<file path="config.mk">
export PLATFORM = sky130hd
export DESIGN_NAME = pll_reconfig_ctrl
export DESIGN_NICKNAME = d
export VERILOG_FILES = /design/src/rtl/pll_reconfig_ctrl.sv
export SDC_FILE = /design/constraint.sdc
export NUM_CORES = 1
export LEC_CHECK = 0
export ABC_AREA = 1
export BUFFER_PORTS_ARGS = -buffer_cell sky130_fd_sc_hd__buf_2
export CAP_MARGIN = 10
export CORE_MARGIN = 5
export CORE_UTILIZATION = 52
export CTS_CLUSTER_SIZE = 40
export DETAILED_ROUTE_END_ITERATION = 7
export MAX_ROUTING_LAYER = met4
export PLACE_DENSITY = 0.77
export SLEW_MARGIN = 20
export SYNTH_ARGS = -nofsm -noshare
export SYNTH_HDL_FRONTEND = slang
export SYNTH_SLANG_ARGS = --single-unit
export TNS_END_PERCENT = 30
</file>
<file path="constraint.sdc">
create_clock -name clkin -period 1.8 [get_ports clkin]
set_clock_uncertainty 0.15 [all_clocks]
set_input_delay 0.18 -clock clkin [delete_from_list [all_inputs] [get_ports clkin]]
set_output_delay 0.18 -clock clkin [all_outputs]
set_load 0.01 [all_outputs]
</file>
<file path="src/rtl/pll_reconfig_ctrl.sv">
// ---------------------------------------------------------------------------
// pll_reconfig_ctrl
//
// Supervisor and dynamic-reconfiguration controller for a Gowin PLLVR with
// dynamic IDIV/FBDIV/ODIV selection enabled. Runs on the PLL reference clock.
// Pulses the PLL reset, waits for LOCK with a timeout and bounded retries,
// qualifies LOCK over a run of consecutive samples, and then releases a reset
// for logic in the PLL output domain. New divider settings are accepted
// through a valid/ready handshake while running or after a lock failure.
//
// Ports:
//   clkin         in   reference clock (same net as PLL CLKIN)
//   rst_n         in   asynchronous active-low reset
//   cfg_valid     in   new configuration request (held by the requester)
//   cfg_ready     out  configuration accepted when cfg_valid & cfg_ready
//   cfg_idiv      in   IDIV_SEL value
//   cfg_fbdiv     in   FBDIV_SEL value
//   cfg_odsel     in   raw ODSEL code
//   pll_lock      in   PLL LOCK (asynchronous to clkin)
//   pll_reset     out  PLL RESET
//   pll_idsel     out  PLL IDSEL (inverted IDIV_SEL)
//   pll_fbdsel    out  PLL FBDSEL (inverted FBDIV_SEL)
//   pll_odsel     out  PLL ODSEL (raw code)
//   locked        out  qualified lock
//   user_rst_n    out  active-low reset for the clkout domain
//   busy          out  reset / lock / settle sequencing in progress
//   err           out  sticky lock failure
//   lock_loss_cnt out  saturating count of lock drops while running
// ---------------------------------------------------------------------------
module pll_reconfig_ctrl #(
    parameter int         DEF_IDIV      = 8,
    parameter int         DEF_FBDIV     = 25,
    parameter logic [5:0] DEF_ODSEL     = 6'd60,
    parameter int         RST_CYCLES    = 16,
    parameter int         LOCK_TIMEOUT  = 65535,
    parameter int         SETTLE_CYCLES = 1024,
    parameter int         MAX_RETRY     = 3,
    parameter int         CNT_W         = 8
) (
    input  logic             clkin,
    input  logic             rst_n,
    input  logic             cfg_valid,
    output logic             cfg_ready,
    input  logic [5:0]       cfg_idiv,
    input  logic [5:0]       cfg_fbdiv,
    input  logic [5:0]       cfg_odsel,
    input  logic             pll_lock,
    output logic             pll_reset,
    output logic [5:0]       pll_idsel,
    output logic [5:0]       pll_fbdsel,
    output logic [5:0]       pll_odsel,
    output logic             locked,
    output logic             user_rst_n,
    output logic             busy,
    output logic             err,
    output logic [CNT_W-1:0] lock_loss_cnt
);

    // The PLL select pins take the bitwise inverse of the divider value.
    localparam logic [5:0] DEF_IDSEL  = ~6'(DEF_IDIV);
    localparam logic [5:0] DEF_FBDSEL = ~6'(DEF_FBDIV);

    // One timer serves both the reset pulse and the lock timeout.
    localparam int TMR_MAX = (RST_CYCLES > LOCK_TIMEOUT) ? RST_CYCLES : LOCK_TIMEOUT;
    localparam int TMR_W   = (TMR_MAX > 1) ? $clog2(TMR_MAX) : 1;
    localparam int SET_W   = $clog2(SETTLE_CYCLES + 1);
    localparam int RTY_W   = $clog2(MAX_RETRY + 1);

    localparam logic [TMR_W-1:0] RST_LAST   = TMR_W'(RST_CYCLES - 1);
    localparam logic [TMR_W-1:0] TO_LAST    = TMR_W'(LOCK_TIMEOUT - 1);
    localparam int               SET_LAST_I = (SETTLE_CYCLES > 1) ? SETTLE_CYCLES - 1 : 1;
    localparam logic [SET_W-1:0] SET_LAST   = SET_W'(SET_LAST_I);
    localparam logic [RTY_W-1:0] RTY_LIMIT  = RTY_W'(MAX_RETRY);

    typedef enum logic [2:0] {
        ST_RST_PLL,
        ST_WAIT_LOCK,
        ST_SETTLE,
        ST_RUN,
        ST_FAIL
    } state_t;

    state_t           state;
    logic [TMR_W-1:0] timer;
    logic [SET_W-1:0] settle_cnt;
    logic [RTY_W-1:0] retry_cnt;
    logic [RTY_W-1:0] retry_nxt;
    logic             lock_meta;
    logic             lock_s;
    logic             cfg_accept;
    logic             settle_done;

    // Two-flop synchroniser for the asynchronous LOCK pin.
    // NOTE: sequential state is updated only with non-blocking (<=)
    // assignments so every flop samples pre-edge values and the order of
    // statements inside the block cannot change the hardware.
    always_ff @(posedge clkin or negedge rst_n) begin
        if (!rst_n) begin
            lock_meta <= 1'b0;
            lock_s    <= 1'b0;
        end else begin
            lock_meta <= pll_lock;
            lock_s    <= lock_meta;
        end
    end

    // cfg_ready is a registered decode of RUN/FAIL, so this is only true there.
    assign cfg_accept = cfg_valid && cfg_ready;
    assign retry_nxt  = retry_cnt + RTY_W'(1);

    // The sample that moves WAIT_LOCK into SETTLE counts as the first settle
    // sample, so with a single-sample window that sample already qualifies.
    assign settle_done = lock_s &&
                         (((state == ST_WAIT_LOCK) && (SETTLE_CYCLES == 1)) ||
                          ((state == ST_SETTLE) && (settle_cnt == SET_LAST)));

    // Main sequencer. Every output is registered and updated on the same
    // edge as the state change that implies it.
    always_ff @(posedge clkin or negedge rst_n) begin
        if (!rst_n) begin
            state      <= ST_RST_PLL;
            timer      <= '0;
            settle_cnt <= '0;
            retry_cnt  <= '0;
            pll_reset  <= 1'b1;
            pll_idsel  <= DEF_IDSEL;
            pll_fbdsel <= DEF_FBDSEL;
            pll_odsel  <= DEF_ODSEL;
            locked     <= 1'b0;
            user_rst_n <= 1'b0;
            busy       <= 1'b1;
            err        <= 1'b0;
            cfg_ready  <= 1'b0;
        end else if (cfg_accept) begin
            // New selects land on the same edge that raises pll_reset.
            state      <= ST_RST_PLL;
            timer      <= '0;
            retry_cnt  <= '0;
            pll_reset  <= 1'b1;
            pll_idsel  <= ~cfg_idiv;
            pll_fbdsel <= ~cfg_fbdiv;
            pll_odsel  <= cfg_odsel;
            locked     <= 1'b0;
            user_rst_n <= 1'b0;
            busy       <= 1'b1;
            err        <= 1'b0;
            cfg_ready  <= 1'b0;
        end else if (settle_done) begin
            state      <= ST_RUN;
            retry_cnt  <= '0;
            locked     <= 1'b1;
            user_rst_n <= 1'b1;
            busy       <= 1'b0;
            cfg_ready  <= 1'b1;
        end else begin
            case (state)
                ST_RST_PLL: begin
                    if (timer == RST_LAST) begin
                        state     <= ST_WAIT_LOCK;
                        timer     <= '0;
                        pll_reset <= 1'b0;
                    end else begin
                        timer <= timer + TMR_W'(1);
                    end
                end

                ST_WAIT_LOCK: begin
                    if (lock_s) begin
                        state      <= ST_SETTLE;
                        settle_cnt <= SET_W'(1);
                    end else if (timer == TO_LAST) begin
                        retry_cnt <= retry_nxt;
                        if (retry_nxt == RTY_LIMIT) begin
                            state     <= ST_FAIL;
                            err       <= 1'b1;
                            busy      <= 1'b0;
                            cfg_ready <= 1'b1;
                        end else begin
                            state     <= ST_RST_PLL;
                            timer     <= '0;
                            pll_reset <= 1'b1;
                        end
                    end else begin
                        timer <= timer + TMR_W'(1);
                    end
                end

                ST_SETTLE: begin
                    // A dropout restarts qualification but keeps the timeout
                    // running, so a chattering LOCK still times out.
                    if (!lock_s) begin
                        state <= ST_WAIT_LOCK;
                    end else begin
                        settle_cnt <= settle_cnt + SET_W'(1);
                    end
                end

                ST_RUN: begin
                    if (!lock_s) begin
                        state      <= ST_RST_PLL;
                        timer      <= '0;
                        pll_reset  <= 1'b1;
                        locked     <= 1'b0;
                        user_rst_n <= 1'b0;
                        busy       <= 1'b1;
                        cfg_ready  <= 1'b0;
                    end
                end

                default: begin
                    // ST_FAIL: hold until a configuration is accepted.
                end
            endcase
        end
    end

    // Lock drops in RUN are counted even when a cfg accept wins the edge.
    always_ff @(posedge clkin or negedge rst_n) begin
        if (!rst_n) begin
            lock_loss_cnt <= '0;
        end else if ((state == ST_RUN) && !lock_s && (lock_loss_cnt != '1)) begin
            lock_loss_cnt <= lock_loss_cnt + CNT_W'(1);
        end
    end

endmodule

</file>
# Yosys cells after proc, flatten, opt, wreduce, memory -nomap -nowiden
# Index checks and enable logic that the tools add are counted.
[totals]
reg_bits = 65
out_inout_bits = 32
input_bits = 22
[op_classes]
addsub = 4
reduce_logical = 25
muxes = 52
n_eq_ne = 26
bitwise_logic = 4
[op_table]
columns = ["operator", "count"]
rows = [
  ["16-bit two-way mux", 7],
  ["16-bit one-hot mux with 3 select lines", 1],
  ["5-bit AND reduction", 5],
  ["1-bit two-way mux", 24],
  ["3-bit two-way mux", 8],
  ["11-bit two-way mux", 2],
  ["11-bit one-hot mux with 2 select lines", 1],
  ["4-bit != test, second input constant", 5],
  ["16-bit by 1-bit adder with 16-bit output, second input constant", 1],
  ["16-bit == test, second input constant", 1],
  ["16-bit by 4-bit == test with 1-bit output, second input constant", 1],
  ["3-bit != test, second input constant", 4],
  ["6-bit inverter", 2],
  ["3-bit one-hot mux with 4 select lines", 1],
  ["11-bit by 1-bit adder with 11-bit output, second input constant", 1],
  ["11-bit by 10-bit == test with 1-bit output, second input constant", 1],
  ["2-bit two-way mux", 5],
  ["3-bit nonzero test", 3],
  ["8-bit by 1-bit adder with 8-bit output, second input constant", 1],
  ["4-bit by 3-bit != test with 1-bit output, second input constant", 2],
  ["8-bit != test, second input constant", 1],
  ["2-bit nonzero test", 4],
  ["4-bit nonzero test", 2],
  ["7-bit AND reduction", 1],
  ["18 further kinds", 27],
]

# Logic depth before layout (Yosys ltp)
# Gate-level depths: netlist (run 1).
[depth]
word_depth = 8
ltp_mapped = 13
depth_no_buf = 12

# Least setup slack after synthesis (run 1)
# OpenSTA, ideal clock, no wires.
[synth_timing]
path_kind = "flip-flop to flip-flop"
startpoint = "register settle_cnt[0]"
endpoint = "register settle_cnt[4]"
required_time_ns = 1.527
path_stages_with_launch = 9
arrival_ns = 1.504
n_path_buf = 1
path_slack_ns = 0.023
path_cell_list = "dfrtp_1 > ha_1 > nand3_1 > nor2_1 > a21boi_2 > nand2_2 > buf_6 > nor3b_1 > nor2_1"
[synth_between]
elab_chain_len = 5
elab_cells_between_ends = 8
cone_classes = "1 x add/sub; 1 x eq/ne; 2 x mux; 1 x bitwise; 3 x reduce/logical"
[synth_rtl]
columns = ["element", "line_no", "rtl"]
rows = [
  ["start, declared", "85", "logic [SET_W-1:0] settle_cnt;"],
  ["start signal, assigned", "194", "settle_cnt <= settle_cnt + SET_W'(1);"],
  ["branches (longest 5 deep; another with 11-bit by 1-bit adder with 11-bit output)", "n/a", ""],
]
# Parallel ways; which one is timed is not known. The select of a mux whose other input is x is not followed.
# A chain may end at the register's enable or synchronous reset.

# Worst setup path after layout (run 1)
[layout_timing]
startpoint = "register timer[0]"
endpoint = "register timer[14]"
[layout_between]
elab_chain_len = 6
elab_cells_between_ends = 11
cone_classes = "1 x add/sub; 3 x eq/ne; 6 x mux; 1 x reduce/logical"
[layout_rtl]
columns = ["element", "line_no", "rtl"]
rows = [
  ["start, declared", "84", "logic [TMR_W-1:0] timer;"],
  ["start signal, assigned", "163", "timer <= timer + TMR_W'(1);"],
  ["start signal, assigned", "184", "timer <= timer + TMR_W'(1);"],
  ["16-bit by 1-bit adder with 16-bit output / 16-bit == test (equally long branches)", "163, 184, 171", ""],
  ["16-bit two-way mux", "171", "end else if (timer == TO_LAST) begin"],
  ["16-bit two-way mux", "168", "if (lock_s) begin"],
  ["16-bit one-hot mux with 3 select lines", "156", "case (state)"],
  ["16-bit two-way mux", "148", "end else if (settle_done) begin"],
  ["16-bit two-way mux", "134", "end else if (cfg_accept) begin"],
]
# Parallel ways exist; a longest one is shown, timed or not. The select of a mux whose other input is x is not followed.

==> results.yml, run 1 <==
clocking:
  tritoncts_num_sinks: 65
  clockBufferDepth: 2
  cts.clk_slew.worst_paths_ps: 80
  ctsHtreeMaxLevel: 3
  clock-root-buffer: "sky130_fd_sc_hd__clkbuf_8"
  cts_buffers: 9
  clk-insertion-delay-late_ps: 350
  clock_tree_from_tritoncts: "built"
detailed_routing:
  detail_route.iter0.violations: 279
  wl_um: 10500
  route.detailed.wl_per_inst_um: 14.5
  num_vias: 3831
  drc_errors_left: 0
  drt-pass1-iter-count: 5
  detail-route-antenna-nets: 0
  avgViaCountPerCell: 5.31
timing:
  tightest_slew_ps: 344
  rsz0062_at_grt: "yes"
  max_freq_mhz: 557
  totalNegativeSetupSlack_ps: 0
  postLayoutSetupSlackWorst_ps: 5.14
  timing.final.max_slew_violations: 0
  final_min_period_over_clock_period: 0.997
  min_period_ps: 1790
  timing.final.hold_violations: 0
  slew_headroom: 0.771
  setup-violations-final: 0
global_routing:
  antenna_violations_before_repair: 0
  globalRoute.totalOverflow: 0
  vias_in_the_first_global_route: 3698
  grt_start_max_net_pins: 66
  grt_pass1_wl_um: 17200
  globalRouteTotalUtil: 0.256
setup_path:
  required_ps: 1880
  setup.worst_path.end_class: "register"
  worst-path-max-fanout: 4
  timing.critical_path.arrival_ps: 1880
  worstSetupStartpointType: "register"
  setup_cp_type: "register to register"
pwr:
  power.share.clock: 0.189
  vdd_ir_drop_max_mv: 0.889
  p_total_w: 0.00651
  areal_power_density_over_the_cells_nw_per_um2: 1290
  total_switching_power_w: 0.00264
  combinationalPowerShare: 0.460
  cell_internal_pwr_w: 0.00387
  net_switching_fraction_of_the_power: 0.406
  pwr-share-seq: 0.352
  power_leakage_nw: 2.59
die:
  floorplan.initialDensity: 0.533
  row_count: 30
  die_area_um2: 8730
  chipHeight_um: 93.4
  die_width_um: 93.4
  boundaryPins: 54
  core_um2: 6790
run_status:
  status: "finished, final reports clean"
final_layout:
  ant_cells: 0
  n_fill_cell: 442
  final_util: 0.744
  signed_area_change_from_the_synthesized_netlist_to_the_final_layout_pct: 39.7
  post_layout_nets: 647
  proportion_of_layout_cells_with_a_drive_suffix_above_1: 0.346
  stdcell_count: 721
synthesis:
  synth.cell_area_um2: 3620
  async_flop_share: 1.00
  synthCells: 481
  synth-main-ff-cell: "sky130_fd_sc_hd__dfrtp_1"
  syn-mean-instance-area_um2: 7.52
  postSynthNetCount: 508
  number_of_synthesized_flops_with_an_enable_pin: 0
  postSynthRegisterBits: 65
  yosys_warnings: 0
  yosys.cell_types.count: 38
  synth_largest_area_cell: "sky130_fd_sc_hd__dfrtp_1"
  yosysSeqAreaShare: 0.454
  synth.top_cells.by_area: "sky130_fd_sc_hd__dfrtp_1, sky130_fd_sc_hd__nand2_1, sky130_fd_sc_hd__dfstp_2"
  synth_top_cell_area_share: 0.353
placement:
  placer_congestion_estimate: 0.919
  buffer_ports.inserted: 53
  place_inst: 674
  post-place-ws_ps: -86.0
  dp_hpwl_um: 6620
min_path:
  hold_path_class: "primary input to register"
run:
  timing.max_cap.violations: 0
-- synthesized netlist by cell type, drive strengths merged (4+ instances only) --
| cell type | instances |
|---|---|
| xor2 | 8 |
| nand4 | 11 |
| clkbuf | 4 |
| o21ai | 34 |
| nand3 | 44 |
| buf | 4 |
| nor2 | 58 |
| nor3 | 8 |
| or2 | 4 |
| ha | 5 |
| nand2 | 159 |
| inv | 56 |
| dfrtp | 51 |
| a21oi | 7 |
| dfstp | 14 |
-- routing by layer --
metal | vias to the layer above | global-route usage | wire length, um
met5 | - | - | 0
li1 | 1810 | - | -
met2 | 161 | 0.398 | 5090
met1 | 1833 | 0.334 | 4550
met3 | 27 | 0.0459 | 582
met4 | 0 | 0.0965 | 260
-- path summary, 6_finish.rpt --
path / from / to / slack, ps / cells after the start
max: timer[0] / timer[14] / 5 / 9
min in group asynchronous: rst_n / lock_loss_cnt[1] / 220 / 3
min: cfg_valid / state[1] / 170 / 6
min reg2reg: lock_meta / lock_s / 220 / 0
max reg2reg: timer[0] / timer[14] / 5 / 9
max in group asynchronous: rst_n / pll_reset / 950 / 3
-- worst max-delay path, stage by stage, from the launching register on --
cell                      delay [ps]
sky130_fd_sc_hd__dfrtp_1         360
sky130_fd_sc_hd__buf_4           140
sky130_fd_sc_hd__ha_4            140
sky130_fd_sc_hd__nand3_2          90
sky130_fd_sc_hd__buf_6           140
sky130_fd_sc_hd__buf_4           140
sky130_fd_sc_hd__nor3_2          170
sky130_fd_sc_hd__nand4_1         160
sky130_fd_sc_hd__nor2_1          150
sky130_fd_sc_hd__nor2_1           50
-- layout make-up --
class,instances,area (um2),share of cell area
multi-input combinational,352,1910,0.377
sequential,65,1650,0.326
timing repair buffer,136,978,0.194
inverter,56,213,0.0421
clock buffer,11,131,0.0260
tap,96,120,0.0238
clock inverter,5,57.6,0.0114
-- through the flow --
| stage | hold WS [ps] | cell area (um2) |
|---|---|---|
| 6_report | 170 | 5050 |
| 5_1_grt | 183 | 5050 |
| 3_3_place_gp | 71.4 | 4370 |
| 3_5_place_dp | 72.6 | 4370 |
| 4_1_cts | 147 | 4810 |
| 2_1_floorplan | -266 | 3620 |
-- cells by family (layout without fill, tap and decap cells) --
logic type,after synthesis,after routing,synth area share
xor+xnor,11,11,0.0287
fa+ha+maj,5,5,0.0173
compound gates,47,47,0.0740
flops,65,65,0.454
simple gates,288,288,0.350
buf+inv,64,208,0.0726
mux,1,1,0.00277
-- flip-flops by register name (all words and copies together), names as in the netlist --
| signal | cells |
|---|---|
| timer | 16 |
| settle_cnt | 11 |
| lock_loss_cnt | 8 |
| pll_fbdsel | 6 |
| pll_idsel | 6 |
| pll_odsel | 6 |
| state | 3 |
| retry_cnt | 2 |
| busy | 1 |
| cfg_ready | 1 |
| err | 1 |
| lock_meta | 1 |
| lock_s | 1 |
| pll_reset | 1 |
| user_rst_n | 1 |
-- layout by cell type, fill, tap and decap left out, drive strengths merged, types with 2 or more instances in the layout --
master	instances
nand2	159
buf	116
nor2	58
inv	56
dfrtp	51
nand3	44
o21ai	34
dlygate4sd3	20
dfstp	14
nand4	11
clkbuf	11
xor2	8
nor3	8
a21oi	7
ha	5
or2	4
clkinv	4
xnor2	3
and2	2
o31ai	2
-- timing repair --
action	CTS	global route
pin swaps	3	11
gates resized for setup	12	49
hold buffers	20	0
setup endpoints to repair	20	37
cloned	0	0
setup buffers	1	10
endpoints found under the hold margin	83	0
-- power by group through the flow --
stage	registers [W]	logic [W]	clock network (W)
2_1_floorplan	0.00236	0.00140	0
3_3_place_gp	0.00222	0.00250	0
3_5_place_dp	0.00222	0.00258	0
4_1_cts	0.00222	0.00268	0.00123
5_1_grt	0.00233	0.00328	0.00131
6_report	0.00229	0.00299	0.00123
Note: power is estimated with default switching activity, not from simulation.
==> inputs of run 2 (changes only) <==
CORE_MARGIN = 3   (was 5)
CORE_UTILIZATION = 53   (was 52)
CTS_BUF_LIST = sky130_fd_sc_hd__clkbuf_4   (was default)
PLACE_DENSITY = 0.78   (was 0.77)
==> run 2 against run 1 <==
  * The flow now finishes with violations (setup timing)
  * Fmax fell by 4.1%
  * Global-route usage rose by 1.6 points
  * Sequential power barely moved
  * Via count shrank 2.9%
  * Critical path depth grew 2
  * Routed wire length is 1.1% lower
  * First-iteration DRC count rose by 6.8%
  * Utilization increased by 2.2 points
  * Clock power decreased by 16%
  * Non-clock buffer count did not move
  * Highest routed layer unchanged
==> results.yml, run 2 (same netlist as run 1, synthesis figures left out) <==
timing:
  postLayoutSetupSlackWorst_ps: -71.2
  tightest_slew_ps: 339
  timing.final.max_slew_violations: 0
  slew_headroom: 0.774
  max_freq_mhz: 534
  min_period_ps: 1870
  final_min_period_over_clock_period: 1.04
  rsz0062_at_grt: "yes"
  setup-violations-final: 12
  timing.final.hold_violations: 0
die:
  die_width_um: 88.6
  die_area_um2: 7850
  chipHeight_um: 88.6
  row_count: 29
  floorplan.initialDensity: 0.557
  core_um2: 6490
  boundaryPins: 54
run:
  timing.max_cap.violations: 0
global_routing:
  vias_in_the_first_global_route: 3588
  globalRouteTotalUtil: 0.271
  globalRoute.totalOverflow: 0
  grt_start_max_net_pins: 66
  grt_pass1_wl_um: 16100
  antenna_violations_before_repair: 0
pwr:
  power.share.clock: 0.163
  pwr-share-seq: 0.358
  net_switching_fraction_of_the_power: 0.413
  areal_power_density_over_the_cells_nw_per_um2: 1270
  total_switching_power_w: 0.00260
  vdd_ir_drop_max_mv: 0.992
  p_total_w: 0.00630
  power_leakage_nw: 2.59
  combinationalPowerShare: 0.478
  cell_internal_pwr_w: 0.00370
final_layout:
  layout.cells.most_common_list: "sky130_fd_sc_hd__nand2_1, sky130_fd_sc_hd__buf_4, sky130_fd_sc_hd__buf_2"
  max_ffs_per_register: 16
  layout_commonest_cell: "sky130_fd_sc_hd__nand2_1"
  n_fill_cell: 413
  final_util: 0.766
  ant_cells: 0
  top_register: "timer"
  post_layout_nets: 647
  reg_top3: "timer x16, settle_cnt x11, lock_loss_cnt x8"
  signed_area_change_from_the_synthesized_netlist_to_the_final_layout_pct: 37.5
  sequential_cell_area_um2: 1640
  proportion_of_layout_cells_with_a_drive_suffix_above_1: 0.342
  multi_input_area_um2: 1910
placement:
  buffer_ports.inserted: 53
  placer_congestion_estimate: 0.919
  dp_hpwl_um: 6370
setup_path:
  worstSetupStartpointType: "register"
  timing.critical_path.arrival_ps: 2030
  setup_cp_type: "register to register"
  worst-path-max-fanout: 8
  required_ps: 1960
  setup.worst_path.end_class: "register"
clocking:
  ctsHtreeMaxLevel: 3
  clock-root-buffer: "sky130_fd_sc_hd__clkbuf_4"
  clock_tree_from_tritoncts: "built"
  cts.clk_slew.worst_paths_ps: 120
  cts_buffers: 9
  tritoncts_num_sinks: 65
  clockBufferDepth: 2
  clk-insertion-delay-late_ps: 410
run_status:
  status: "complete, but fails checks"
  violations: "setup timing"
detailed_routing:
  detail_route.iter0.violations: 298
  detail-route-antenna-nets: 0
  num_vias: 3719
  route.detailed.wl_per_inst_um: 14.8
  drc_errors_left: 0
  drt-pass1-iter-count: 7
  avgViaCountPerCell: 5.30
  wl_um: 10400
min_path:
  hold_path_class: "primary input to register"
==> run 2: changes by cell type in the layout (fill, tap and decap cells not counted), moves of 3 or more <==
| cell | previous run | this run |
|---|---|---|
| sky130_fd_sc_hd__nor2_2 | 8 | 5 |
| sky130_fd_sc_hd__dfrtp_1 | 48 | 51 |
| sky130_fd_sc_hd__clkbuf_8 | 9 | 0 |
| sky130_fd_sc_hd__nor2_1 | 41 | 45 |
| sky130_fd_sc_hd__clkbuf_4 | 0 | 12 |
| sky130_fd_sc_hd__dfrtp_2 | 3 | 0 |
==> run 2: per-stage QoR <==
| step | instances | TNS, ps | worst slack [ps] | area (um2) | hold WS [ps] |
|---|---|---|---|---|---|
| detailed placement | 657 | -745 | -118 | 4360 | 68.3 |
| CTS | 693 | -2.09 | -2.09 | 4720 | 66.0 |
| floorplan | 481 | 0 | 23.4 | 3620 | -266 |
| global placement | 657 | -125 | -23.4 | 4360 | 69.4 |
| global route | 702 | -2830 | -173 | 4970 | 76.2 |
| finish | 702 | -461 | -71.2 | 4970 | 72.2 |
==> run 2: worst paths after layout <==
path,cells past startpoint,slack (ps),start,endpoint
max,11,-70,cfg_ready,timer[11]
min,6,70,cfg_valid,state[1]
max reg2reg,11,-70,cfg_ready,timer[11]
min reg2reg,0,210,lock_meta,lock_s
max in group asynchronous,3,1010,rst_n,pll_fbdsel[1]
min in group asynchronous,3,150,rst_n,settle_cnt[2]
==> run 2: timing repair <==
action                                 CTS  global route
buffers inserted                         0             9
setup endpoints to repair               20            30
endpoints found under the hold margin   84             0
hold buffers                            20             0
pin swaps                                2            16
resized for setup                        9            49
==> run 2: power groups by stage <==
stage                     Combinational [W]  Clock [W]  Sequential (W)
after floorplan                     0.00140          0         0.00236
after global placement              0.00253          0         0.00221
after detailed placement            0.00262          0         0.00222
after CTS                           0.00267    0.00101         0.00221
after global routing                0.00329    0.00109         0.00229
final                               0.00301    0.00103         0.00226
==> run 2: critical path, stage by stage, from the launching register on <==
cell                      delay (ps)
sky130_fd_sc_hd__dfrtp_1         430
sky130_fd_sc_hd__nand2_2         100
sky130_fd_sc_hd__inv_2           110
sky130_fd_sc_hd__nor2_4           60
sky130_fd_sc_hd__buf_6           120
sky130_fd_sc_hd__nand3_2          70
sky130_fd_sc_hd__nand3_2          90
sky130_fd_sc_hd__nor2_4          270
sky130_fd_sc_hd__buf_6           160
sky130_fd_sc_hd__nand3_1          70
sky130_fd_sc_hd__nand2_1          90
sky130_fd_sc_hd__nor2_1           50
==> run 2: metal layers <==
layer  vias up  global-route usage  share of wire
li1       1815                   -              -
met1      1767               0.345           0.44
met2       110               0.442           0.49
met3        27              0.0456          0.046
met4         0              0.0852          0.022
met5         -                   -              0
==> run 2: final cells by class <==
cell class              count  area share
well taps                  77      0.0194
clock buffers              12      0.0181
clock inverters             4     0.00931
repair buffers            136       0.197
multi-input cells         352       0.383
inverters                  56      0.0428
flip-flops and latches     65       0.330
==> inputs of run 3 (changes only) <==
CORE_UTILIZATION = 64   (was 53)
PLACE_DENSITY = 0.88   (was 0.78)
clock period = 2.2 ns   (was 1.8 ns; I/O delays follow)
==> run 3 against run 2 <==
  * The flow now finishes without violations
  * Clock power is 21% lower
  * Routed wire length shrank 3.3%
  * Design area shrank 12%
  * Worst setup slack improved by 160 ps
  * Power fell by 25%
  * Clock-buffer cell count fell by 2
  * Critical path type unchanged
  * Largest power group unchanged
==> results.yml, run 3 (same netlist as run 1, synthesis figures left out) <==
global_routing:
  globalRoute.totalOverflow: 0
  antenna_violations_before_repair: 0
  grt_pass1_wl_um: 16800
  vias_in_the_first_global_route: 3579
  grt_start_max_net_pins: 41
  globalRouteTotalUtil: 0.344
placement:
  buffer_ports.inserted: 53
  placer_congestion_estimate: 0.911
  post-place-ws_ps: 116
  dp_hpwl_um: 6250
  place_inst: 604
setup_path:
  worst-path-max-fanout: 5
  worstSetupStartpointType: "register"
  setup_cp_type: "register to register"
  reg2reg_depth: 9
  setup.worst_path.end_class: "register"
  required_ps: 2380
  rr_startpoint: "timer[0]"
  reg2reg_slack_ps: 90
  timing.rr.end: "retry_cnt[1]"
  timing.critical_path.arrival_ps: 2290
timing:
  final_min_period_over_clock_period: 0.960
  slew_headroom: 0.685
  timing.final.hold_violations: 0
  timing.hold.ws_ps: 71.0
  rsz0062_at_grt: "yes"
  timing.final.max_slew_violations: 0
  setup-violations-final: 0
  postLayoutSetupSlackWorst_ps: 87.4
  min_period_ps: 2110
  tightest_slew_ps: 473
  max_freq_mhz: 473
clocking:
  tritoncts_num_sinks: 65
  clk-insertion-delay-late_ps: 420
  cts_buffers: 9
  ctsHtreeMaxLevel: 3
  clock-root-buffer: "sky130_fd_sc_hd__clkbuf_4"
  cts.clk_slew.worst_paths_ps: 110
  clockBufferDepth: 2
  clock_tree_from_tritoncts: "built"
die:
  chipHeight_um: 81.2
  boundaryPins: 54
  die_area_um2: 6590
  core_um2: 5270
  die_width_um: 81.2
  row_count: 26
  floorplan.initialDensity: 0.687
final_layout:
  signed_area_change_from_the_synthesized_netlist_to_the_final_layout_pct: 20.4
  sequential_cell_area_um2: 1650
  ant_cells: 0
  layout.cells.most_common_list: "sky130_fd_sc_hd__nand2_1, sky130_fd_sc_hd__buf_2, sky130_fd_sc_hd__nor2_1"
  post_layout_nets: 595
  multi_input_area_um2: 1730
  n_fill_cell: 306
  max_ffs_per_register: 16
  proportion_of_layout_cells_with_a_drive_suffix_above_1: 0.229
  top_register: "timer"
  reg_top3: "timer x16, settle_cnt x11, lock_loss_cnt x8"
  stdcell_count: 643
  layout_commonest_cell: "sky130_fd_sc_hd__nand2_1"
detailed_routing:
  detail-route-antenna-nets: 0
  drc_errors_left: 0
  detail_route.iter0.violations: 277
  avgViaCountPerCell: 5.67
  num_vias: 3643
  route.detailed.wl_per_inst_um: 15.6
  drt-pass1-iter-count: 5
  wl_um: 10000
pwr:
  net_switching_fraction_of_the_power: 0.434
  combinationalPowerShare: 0.425
  total_switching_power_w: 0.00205
  areal_power_density_over_the_cells_nw_per_um2: 1080
  pwr-share-seq: 0.402
  vdd_ir_drop_max_mv: 0.714
  p_total_w: 0.00472
  cell_internal_pwr_w: 0.00267
  power.share.clock: 0.173
  power_leakage_nw: 2.27
min_path:
  hold_path_class: "primary input to register"
  holdPathEnd: "pll_odsel[2]"
  holdPathStages: 5
  hold_path_startpoint: "cfg_valid"
run:
  timing.max_cap.violations: 0
run_status:
  status: "finished, final reports clean"
run 3: changes by cell type in the layout (fill, tap and decap cells not counted), sizes merged:
cell | previous run | this run
buf | 116 | 64
clkbuf | 12 | 10
clkinv | 2 | 5
clkinvlp | 1 | 0
run 3: worst max-delay path, stage by stage, from the launching register on:
cell	delay, ps
sky130_fd_sc_hd__dfrtp_2	470
sky130_fd_sc_hd__inv_1	80
sky130_fd_sc_hd__ha_1	230
sky130_fd_sc_hd__nand3_1	110
sky130_fd_sc_hd__nor3_2	190
sky130_fd_sc_hd__nand3_1	150
sky130_fd_sc_hd__inv_1	100
sky130_fd_sc_hd__nand2_1	90
sky130_fd_sc_hd__or2_0	250
sky130_fd_sc_hd__a21oi_1	200
run 3: how the worst max path moves through the flow:
stage                  start  depth (start not counted)  slack (ps)       endpoint
3_3_place_gp        timer[0]                          9         170      timer[14]
3_5_place_dp   settle_cnt[0]                          9         120      timer[12]
5_1_grt        settle_cnt[0]                          8         -20  settle_cnt[4]
6_report            timer[0]                          9          90   retry_cnt[1]
2_1_floorplan  settle_cnt[0]                          8         420  settle_cnt[4]
4_1_cts             timer[0]                          9          70      timer[12]
run 3: layout make-up:
| type | instances | share of cell area |
|---|---|---|
| clock inverters | 6 | 0.0135 |
| multi-input cells | 352 | 0.397 |
| well taps | 70 | 0.0201 |
| clock buffers | 10 | 0.0172 |
| inverters | 56 | 0.0483 |
| flip-flops and latches | 65 | 0.378 |
| repair buffers | 84 | 0.126 |
run 3: repair_timing:
item	in CTS	in global routing
setup buffers	0	3
hold buffers	20	0
hold endpoints to repair	75	0
resized for setup	0	6
setup endpoints to repair	0	21
run 3: through the flow:
| stage | setup TNS (ps) | instance area [um2] | utilization |
|---|---|---|---|
| floorplan | 0 | 3620 | - |
| global placement | 0 | 3980 | 0.755 |
| detailed placement | 0 | 3980 | 0.755 |
| CTS | 0 | 4310 | 0.818 |
| global route | -29.8 | 4360 | 0.826 |
| finish | 0 | 4360 | 0.826 |
run 3: power by group through the flow:
stage	registers (W)	logic (W)	clock network [W]
5_1_grt	0.00193	0.00221	0.000861
3_3_place_gp	0.00185	0.00172	0
3_5_place_dp	0.00186	0.00180	0
4_1_cts	0.00185	0.00183	0.000804
2_1_floorplan	0.00193	0.00115	0
6_report	0.00190	0.00201	0.000817
run 3: metal layers:
layer  track usage  vias up  part of all wire
met3        0.0610       51             0.082
met4         0.179        0             0.043
met1         0.437     1661              0.42
li1              -     1706                 -
met5             -        -                 0
met2         0.529      225              0.45
